**config.mk**
```make
export PLATFORM = sky130hd
export DESIGN_NAME = change_dispenser
export DESIGN_NICKNAME = d
export VERILOG_FILES = /design/src/rtl/vm_pkg.sv /design/src/rtl/pulse_timer.sv /design/src/rtl/change_dispenser.sv
export SDC_FILE = /design/constraint.sdc
export NUM_CORES = 1
export LEC_CHECK = 0
export CORE_ASPECT_RATIO = 1.5
export CORE_MARGIN = 2
export CORE_UTILIZATION = 45
export DETAILED_ROUTE_END_ITERATION = 6
export GPL_TIMING_DRIVEN = 0
export PLACE_DENSITY_LB_ADDON = 0.15
export SLEW_MARGIN = 10
export SYNTH_ARGS = -nofsm -noshare
export SYNTH_HDL_FRONTEND = slang
export SYNTH_HIERARCHICAL = 1
export SYNTH_SLANG_ARGS = --single-unit
```
**constraint.sdc**
```tcl
create_clock -name clk -period 5.07 [get_ports clk]
set_input_delay 1.014 -clock clk [delete_from_list [all_inputs] [get_ports clk]]
set_output_delay 1.014 -clock clk [all_outputs]
set_load 0.01 [all_outputs]
```
**src/rtl/vm_pkg.sv**
```systemverilog
// vm_pkg: dispenser state encoding and coin denominations.
// Shared with VMControl and coin_collector.
`default_nettype none

package vm_pkg;

   typedef enum logic [2:0] {
      IDLE   = 3'd0,
      TEN_HI = 3'd1,
      TEN_LO = 3'd2,
      ONE_HI = 3'd3,
      ONE_LO = 3'd4,
      DONE   = 3'd5
   } state_t;

   localparam int COIN_TEN = 10;
   localparam int COIN_ONE = 1;

endpackage

`default_nettype wire

```
**src/rtl/pulse_timer.sv**
```systemverilog
// pulse_timer: loadable down-counter that times the eject HI and gap LO phases.
// Load value N gives N+1 cycles before the phase ends.
`default_nettype none

module pulse_timer #(
   parameter int W = 8
) (
   input  logic         clk,
   input  logic         rst,
   input  logic         load,
   input  logic [W-1:0] load_value,
   input  logic         tick,
   output logic         expired
);

   logic [W-1:0] count;

   always_ff @(posedge clk or posedge rst) begin
      if (rst) begin
         count <= '0;
      end else if (load) begin
         count <= load_value;
      end else if (tick && (count != '0)) begin
         count <= count - W'(1);
      end
   end

   assign expired = (count == '0);

endmodule

`default_nettype wire

```
**src/rtl/change_dispenser.sv**
```systemverilog
// change_dispenser: turns a change request into paced ten-yuan then one-yuan eject pulses.
// Outputs are registered from the next state, so they are glitch-free Moore outputs.
`default_nettype none

module change_dispenser
   import vm_pkg::*;
#(
   parameter int VALUE_W      = 8,
   parameter int PULSE_CYCLES = 4,
   parameter int GAP_CYCLES   = 4
) (
   input  logic               clk,
   input  logic               rst,
   input  logic               ret_coin,
   input  logic [VALUE_W-1:0] ret_value,
   output logic               eject_ten,
   output logic               eject_one,
   output logic               busy,
   output logic               done,
   output logic [VALUE_W-1:0] remaining
);

   localparam int TIMER_W = 8;
   localparam logic [TIMER_W-1:0] PULSE_LOAD = TIMER_W'(PULSE_CYCLES - 1);
   localparam logic [TIMER_W-1:0] GAP_LOAD   = TIMER_W'(GAP_CYCLES - 1);
   localparam logic [VALUE_W-1:0] TEN_V      = VALUE_W'(COIN_TEN);
   localparam logic [VALUE_W-1:0] ONE_V      = VALUE_W'(COIN_ONE);

   state_t               state;
   state_t               state_next;
   logic                 ret_coin_q;
   logic                 start;
   logic [VALUE_W-1:0]   remaining_next;
   logic                 timer_load;
   logic                 timer_tick;
   logic [TIMER_W-1:0]   timer_value;
   logic                 timer_expired;

   assign start = ret_coin & ~ret_coin_q;

   // Greedy choice of the next coin for the amount still owed.
   function automatic state_t pick_coin(input logic [VALUE_W-1:0] amount);
      if (amount >= TEN_V)
         return TEN_HI;
      else if (amount != '0)
         return ONE_HI;
      else
         return DONE;
   endfunction

   pulse_timer #(
      .W (TIMER_W)
   ) u_timer (
      .clk        (clk),
      .rst        (rst),
      .load       (timer_load),
      .load_value (timer_value),
      .tick       (timer_tick),
      .expired    (timer_expired)
   );

   always_comb begin
      state_next     = state;
      remaining_next = remaining;
      timer_load     = 1'b0;
      timer_tick     = 1'b0;
      timer_value    = PULSE_LOAD;
      case (state)
         IDLE: begin
            if (start) begin
               remaining_next = ret_value;
               state_next     = pick_coin(ret_value);
               timer_load     = 1'b1;
            end
         end
         TEN_HI, ONE_HI: begin
            timer_tick = 1'b1;
            if (timer_expired) begin
               if (state == TEN_HI) begin
                  if (remaining >= TEN_V) remaining_next = remaining - TEN_V;
                  state_next = TEN_LO;
               end else begin
                  if (remaining >= ONE_V) remaining_next = remaining - ONE_V;
                  state_next = ONE_LO;
               end
               timer_load  = 1'b1;
               timer_value = GAP_LOAD;
            end
         end
         TEN_LO, ONE_LO: begin
            timer_tick = 1'b1;
            if (timer_expired) begin
               state_next = pick_coin(remaining);
               timer_load = 1'b1;
            end
         end
         DONE:    state_next = IDLE;
         default: state_next = IDLE;
      endcase
   end

   // The edge register samples every cycle, so edges seen while busy are consumed.
   always_ff @(posedge clk or posedge rst) begin
      if (rst) begin
         state      <= IDLE;
         ret_coin_q <= 1'b0;
         remaining  <= '0;
         eject_ten  <= 1'b0;
         eject_one  <= 1'b0;
         busy       <= 1'b0;
         done       <= 1'b0;
      end else begin
         state      <= state_next;
         ret_coin_q <= ret_coin;
         remaining  <= remaining_next;
         eject_ten  <= (state_next == TEN_HI);
         eject_one  <= (state_next == ONE_HI);
         busy       <= (state_next != IDLE);
         done       <= (state_next == DONE);
      end
   end

endmodule

`default_nettype wire

```
==> results of run 1 <==
==> sequential cells by signal (all words and copies together) (netlist names) <==
register and count:
state 3, ret_coin_q 1, eject_one 1, remaining 8
busy 1, eject_ten 1, u_timer/count 8, done 1
==> through the flow <==
| stage | cells | utilization, % | cell area (µm²) |
|---|---|---|---|
| after floorplan | 196 | - | 1650 |
| after global placement | 260 | 55.8 | 1930 |
| after detailed placement | 260 | 55.8 | 1930 |
| after CTS | 264 | 57.9 | 2000 |
| after global routing | 264 | 57.9 | 2000 |
| final | 264 | 57.9 | 2000 |
==> cells in the final DEF (no fill, tap or decap), drive strengths merged, types with 2 or more instances in the layout <==
cell            n
or3b            3
or3             2
clkbuf          7
nand3           6
nor2b           3
a32oi           2
nand2          19
xnor2           3
dfrtp          24
a2bb2oi         3
o22ai           2
nor2           13
inv            12
ha              8
xor2            3
nand3b          3
nand2b          4
and2            2
o21ai          23
a31oi           2
conb            8
o2bb2ai         2
nor3            5
clkdlybuf4s50  22
or4b            2
nand4           2
a21oi           9
or4             3
nor4            6
a211oi          2
==> final timing paths <==
kind	start	end	slack, ns	cells after the start
worst min register to register	u_timer/count[3]	u_timer/count[3]	0.56	1
min in group asynchronous	rst	u_timer/count[7]	1.03	2
worst max-delay path	u_timer/count[0]	remaining[3]	2.29	9
worst min-delay path	u_timer/count[3]	u_timer/count[3]	0.56	1
max in group asynchronous	rst	ret_coin_q	3.53	2
worst max register to register	u_timer/count[0]	remaining[3]	2.29	9
==> synthesized netlist by cell type, types with 2 or more instances <==
master	instances	share of area (%)
a32oi_1	2	1.1
a211oi_1	2	0.92
nand3b_1	3	1.4
conb_1	2	0.46
a21oi_1	9	2.8
inv_1	12	2.8
or3b_2	2	1.1
o22ai_1	2	0.77
a31oi_1	2	0.77
o2bb2ai_1	2	1.1
o21ai_0	17	5.2
clkbuf_1	4	0.92
nor2_1	13	3.0
nand4_1	2	0.77
nor4_1	5	1.9
o21ai_1	5	1.5
nand3_1	5	1.5
ha_1	8	6.1
a2bb2oi_1	3	1.6
dfrtp_1	24	37
xor2_1	3	1.6
nor3_1	5	1.5
or4_4	2	1.4
nand2_1	19	4.4
xnor2_1	3	1.6
nand2b_1	4	1.5
nor2b_1	3	1.2
==> critical path, cell delays in order, from the launching register on <==
cell       delay, ns
dfrtp_1         0.39
inv_1           0.11
ha_1            0.20
or4b_4          0.51
nor2_1          0.42
nand2_1         0.10
a21oi_1         0.32
nand3_2         0.26
o21bai_1        0.23
a2bb2oi_1       0.17
==> power by group through the flow <==
stage | Sequential [W] | Combinational, W | Clock (W)
after floorplan | 0.000363 | 0.000415 | 0
after global placement | 0.000361 | 0.000600 | 0
after detailed placement | 0.000368 | 0.000619 | 0
after CTS | 0.000364 | 0.000622 | 0.000172
after global routing | 0.000378 | 0.000697 | 0.000180
final | 0.000365 | 0.000621 | 0.000168
==> cells by family after synthesis <==
logic type | count (synthesis) | share of synthesized area, %
other cells | 2 | 0.461
simple gates | 78 | 27.9
flops | 24 | 36.8
mux | 1 | 0.691
xor+xnor | 6 | 3.22
buf+inv | 17 | 3.99
compound gates | 54 | 20.7
fa+ha+maj | 8 | 6.14
==> metal layers <==
metal	routed length (µm)	vias to the layer above
li1	-	747
met2	2190	33
met4	110	0
met5	0	-
met3	100	10
met1	1540	730
==> cell type report <==
type | count | share of cell area (%)
inverters | 12 | 2.26
repair buffers | 22 | 11.0
multi-input cells | 155 | 49.4
flip-flops and latches | 24 | 30.1
plain buffers | 5 | 1.00
clock inverters | 1 | 1.50
clock buffers | 3 | 2.07
well taps | 42 | 2.63
==> impl_metrics.py, run 1 <==
metrics = {
    "global_route": {
        "track_usage_pct": 21.3,
        "grt_use_met1_pct": 22.1,
        "grt_first_pass_wirelength_um": 6620,
        "grt_overflow_total": 0,
        "grtUsageMet2_pct": 40.9,
        "antenna_found_initial": 0,
        "grt_pass1_vias": 1542,
        "met3_usage_pct": 1.92,
        "grt_max_degree": 17,
        "grt_busiest_layer": "met2",
    },
    "sta": {
        "fin_tns_setup_ns": 0,
        "fin_ws_ns": 2.29,
        "hold_viol": 0,
        "slew_viol_final": 0,
        "fin_skew_ns": 0.00500,
        "setup_viol": 0,
        "period_minus_slack_ns": 2.78,
        "min_period_over_period_pct": 54.8,
        "tightest_slew_ns": 0.652,
        "fmax_mhz": 360,
        "hold-worst-slack_ns": 0.560,
        "slew_headroom_pct": 55.9,
        "rsz0062_at_grt": "false",
    },
    "power_and_ir_drop": {
        "ir_drop_uv": 341,
        "swShare_pct": 42.6,
        "seqPwrFrac_pct": 31.6,
        "p_int_w": 0.000663,
        "pwr-share-comb_pct": 53.8,
        "power.density_nw_per_um2": 578,
        "p_total_w": 0.00115,
        "p_leak_nw": 0.822,
        "switchingPower_w": 0.000492,
        "clkPwrFrac_pct": 14.5,
    },
    "placement": {
        "pre_cts_ws_ns": 2.05,
        "port_buffers": 22,
        "gp_congestion": 0.832,
        "hpwlAfterDp_um": 3120,
    },
    "final_layout": {
        "diodes": 0,
        "final_nets": 242,
        "fillerInstances": 331,
        "synthToLayoutAreaGrowth_pct": 22.5,
        "drive_above_1_share_pct": 7.21,
        "multi_input_area_um2": 987,
        "register_area_um2": 601,
    },
    "clocking": {
        "worstSkewPairLatency_ns": 0.27,
        "clockBufferDepth": 2,
        "clk_pin_slew_ns": 0.09,
        "cts_buffers": 3,
        "postCtsSetupRepairBufs": 0,
        "cts_sinks": 24,
        "htree_levels": 1,
        "ctsHoldBuffers": 0,
        "cts_tree": "done",
        "cts_root_buffer": "clkbuf_8",
        "cts_resized": 0,
    },
    "critical_path": {
        "crit_required_ns": 5.26,
        "path_max_fanout": 9,
        "start_kind": "flip-flop",
        "crit_type": "flip-flop to flip-flop",
        "cp.arrival_ns": 2.97,
        "end_kind": "flip-flop",
    },
    "floorplan": {
        "num_rows": 26,
        "die_area_um2": 4130,
        "dieWidth_um": 53.1,
        "ios": 23,
        "start_util_pct": 47.3,
        "die_h_um": 77.7,
        "fp.coreArea_um2": 3450,
    },
    "logic_synthesis": {
        "ys_types": 54,
        "async_reset_ff_share_pct": 100,
        "synth_edf_count": 0,
        "ys_seq_elements": 24,
        "syn-cell-area_um2": 1630,
        "syn_avg_cell_area_um2": 8.58,
        "yosysSeqAreaShare_pct": 36.8,
        "syn_inst": 190,
        "ys.flop_type": "dfrtp_1",
        "synth_warnings": 6,
    },
    "detailed_routing": {
        "finalWirelength_um": 3940,
        "dr.pass1.iters": 4,
        "post_drt_wl_per_cell_um": 14.9,
        "vias": 1520,
        "antenna_left": 0,
        "avgViaCountPerCell": 5.76,
        "drt_iter0_markers": 45,
        "route.detailed.drc": 0,
    },
    "job": {
        "drv_cap": 0,
    },
    "min_path": {
        "hp-class": "flip-flop to flip-flop",
    },
    "status": {
        "status": "finished clean",
    },
}
(Power assumes the default switching activity.)
==> run 2: changes to the inputs <==
- clock period: 5.07 -> 2.5 ns (I/O delays scaled with it)
==> run 2 against run 1 <==
  * Core utilization rose by 1.2 points
  * Combinational power up 110%
  * Non-clock buffer count increased by 2
  * Register-to-register slack worse by 2.1 ns
  * Total power is 110% higher
  * Clock-buffer cell count unchanged
  * Die area unchanged
  * First-iteration DRC count down 16%
  * Clock skew barely moved
  * Maximum frequency grew 20%
  * Worst hold slack got worse by 0.053 ns
  * Largest cell class unchanged
==> impl_metrics.py, run 2 (same netlist as run 1, synthesis figures left out) <==
metrics = {
    "placement": {
        "dp.cells": 260,
        "gp_congestion": 0.832,
        "port_buffers": 22,
        "hpwlAfterDp_um": 3120,
    },
    "clocking": {
        "htree_levels": 1,
        "worstSkewPairLatency_ns": 0.27,
        "cts_root_buffer": "clkbuf_8",
        "clockBufferDepth": 2,
        "clk_pin_slew_ns": 0.09,
        "cts_tree": "done",
        "ctsHoldBuffers": 0,
        "cts_buffers": 3,
        "cts_sinks": 24,
    },
    "power_and_ir_drop": {
        "power.density_nw_per_um2": 1160,
        "switchingPower_w": 0.00101,
        "pwr-share-comb_pct": 54.4,
        "clkPwrFrac_pct": 14.4,
        "ir_drop_uv": 693,
        "swShare_pct": 42.6,
        "seqPwrFrac_pct": 31.3,
        "p_int_w": 0.00136,
        "p_total_w": 0.00237,
        "p_leak_nw": 0.835,
    },
    "floorplan": {
        "fp.coreArea_um2": 3450,
        "die_h_um": 77.7,
        "ios": 23,
        "num_rows": 26,
        "die_area_um2": 4130,
        "dieWidth_um": 53.1,
        "start_util_pct": 47.3,
    },
    "critical_path": {
        "crit_type": "flip-flop to flip-flop",
        "reg2reg_slack_ns": 0.18,
        "r2r-start": "remaining[0]",
        "worstReg2RegEnd": "remaining[0]",
        "crit_required_ns": 2.66,
        "end_kind": "flip-flop",
        "cp.arrival_ns": 2.49,
        "path_max_fanout": 5,
        "ff2ff_path_depth": 7,
        "start_kind": "flip-flop",
    },
    "sta": {
        "fmax_mhz": 430,
        "slew_headroom_pct": 55.4,
        "hold-worst-slack_ns": 0.507,
        "tightest_slew_ns": 0.659,
        "rsz0062_at_grt": "true",
        "slew_viol_final": 0,
        "period_minus_slack_ns": 2.32,
        "setup_viol": 0,
        "fin_skew_ns": 0.00535,
        "min_period_over_period_pct": 92.9,
        "hold_viol": 0,
    },
    "global_route": {
        "grt_overflow_total": 0,
        "grt_max_degree": 17,
        "antenna_found_initial": 0,
        "track_usage_pct": 21.6,
        "grt_first_pass_wirelength_um": 6690,
        "grt_pass1_vias": 1569,
    },
    "final_layout": {
        "final_nets": 244,
        "final_cells": 266,
        "register_area_um2": 601,
        "fillerInstances": 330,
        "multi_input_area_um2": 1010,
        "final_common_cell": "dfrtp_1",
        "most-common-layout-cells": "24 x dfrtp_1, 22 x clkdlybuf4s50_1, 19 x nand2_1",
        "diodes": 0,
        "reg_top3": "remaining (8), u_timer/count (8), state (3)",
        "synthToLayoutAreaGrowth_pct": 24.9,
        "drive_above_1_share_pct": 10.3,
    },
    "detailed_routing": {
        "drt_iter0_markers": 38,
        "antenna_left": 0,
        "route.detailed.drc": 0,
        "vias": 1524,
        "avgViaCountPerCell": 5.73,
        "finalWirelength_um": 3990,
        "post_drt_wl_per_cell_um": 15.0,
        "dr.pass1.iters": 4,
    },
    "status": {
        "status": "finished clean",
    },
    "job": {
        "drv_cap": 0,
    },
    "min_path": {
        "hp-class": "input pin to async pin",
    },
}
-- run 2: final cells by class --
type | count | share of cell area [%]
Multi-Input combinational cell | 155 | 49.6
Sequential cell | 24 | 29.5
Timing Repair Buffer | 24 | 11.5
Tap cell | 42 | 2.58
Inverter | 12 | 2.21
Clock buffer | 3 | 2.03
Clock inverter | 1 | 1.47
Buffer | 5 | 1.04
-- run 2: worst max path at each step --
stage                                 from                to  slack [ns]  cells past startpoint
after CTS                 u_timer/count[0]      remaining[3]        0.01                      9
final                         remaining[0]      remaining[0]        0.18                      7
after floorplan           u_timer/count[0]      remaining[3]        0.19                      9
after global routing              state[1]  u_timer/count[7]       -0.02                      7
after global placement    u_timer/count[0]      remaining[3]       -0.20                      9
after detailed placement  u_timer/count[0]      remaining[3]       -0.24                      9
-- run 2: timing repair --
item,in CTS,in global routing
buffers inserted,2,0
pin swaps,1,1
resized for setup,2,6
gates cloned,0,0
endpoints found under the setup margin,17,11
hold endpoints to repair,0,0
-- run 2: stage by stage --
stage	utilization [%]	cell area [µm²]	setup TNS, ns	setup slack, ns
after floorplan	-	1650	0	0.186
after global placement	55.8	1930	-0.708	-0.197
after detailed placement	55.8	1930	-1.14	-0.241
after CTS	58.6	2020	0	0.0132
after global routing	59.1	2040	-0.0170	-0.0170
final	59.1	2040	0	0.176
-- run 2: power by group through the flow --
stage / logic, W / registers (W) / clock network [W]
detailed placement: 0.00125 / 0.000747 / 0
finish: 0.00129 / 0.000741 / 0.000340
CTS: 0.00128 / 0.000739 / 0.000350
global placement: 0.00122 / 0.000733 / 0
global route: 0.00144 / 0.000770 / 0.000364
floorplan: 0.000841 / 0.000737 / 0
-- run 2: worst max-delay path: stages, from the launching register on --
cell and delay, ns:
dfrtp_1 0.43, inv_1 0.14, ha_1 0.20, or3b_2 0.49, or4_4 0.56, and2_4 0.20
a21oi_1 0.14, a21oi_1 0.05
-- run 2: routing by layer --
metal  GRT usage [%]  wire length (µm)  vias up  share of wire (%)
met3            2.31                77        8                1.9
met5               0                 0        -                  0
met2            41.5              2280       29                 57
met1            22.0              1540      739                 39
met4            9.49                95        0                2.4
li1                -                 -      748                  -
==> run 3: changes to the inputs <==
- CTS_CLUSTER_DIAMETER: default -> 150
==> results of run 3 <==
Final layout, timing and power as in run 2 (identical DEF).
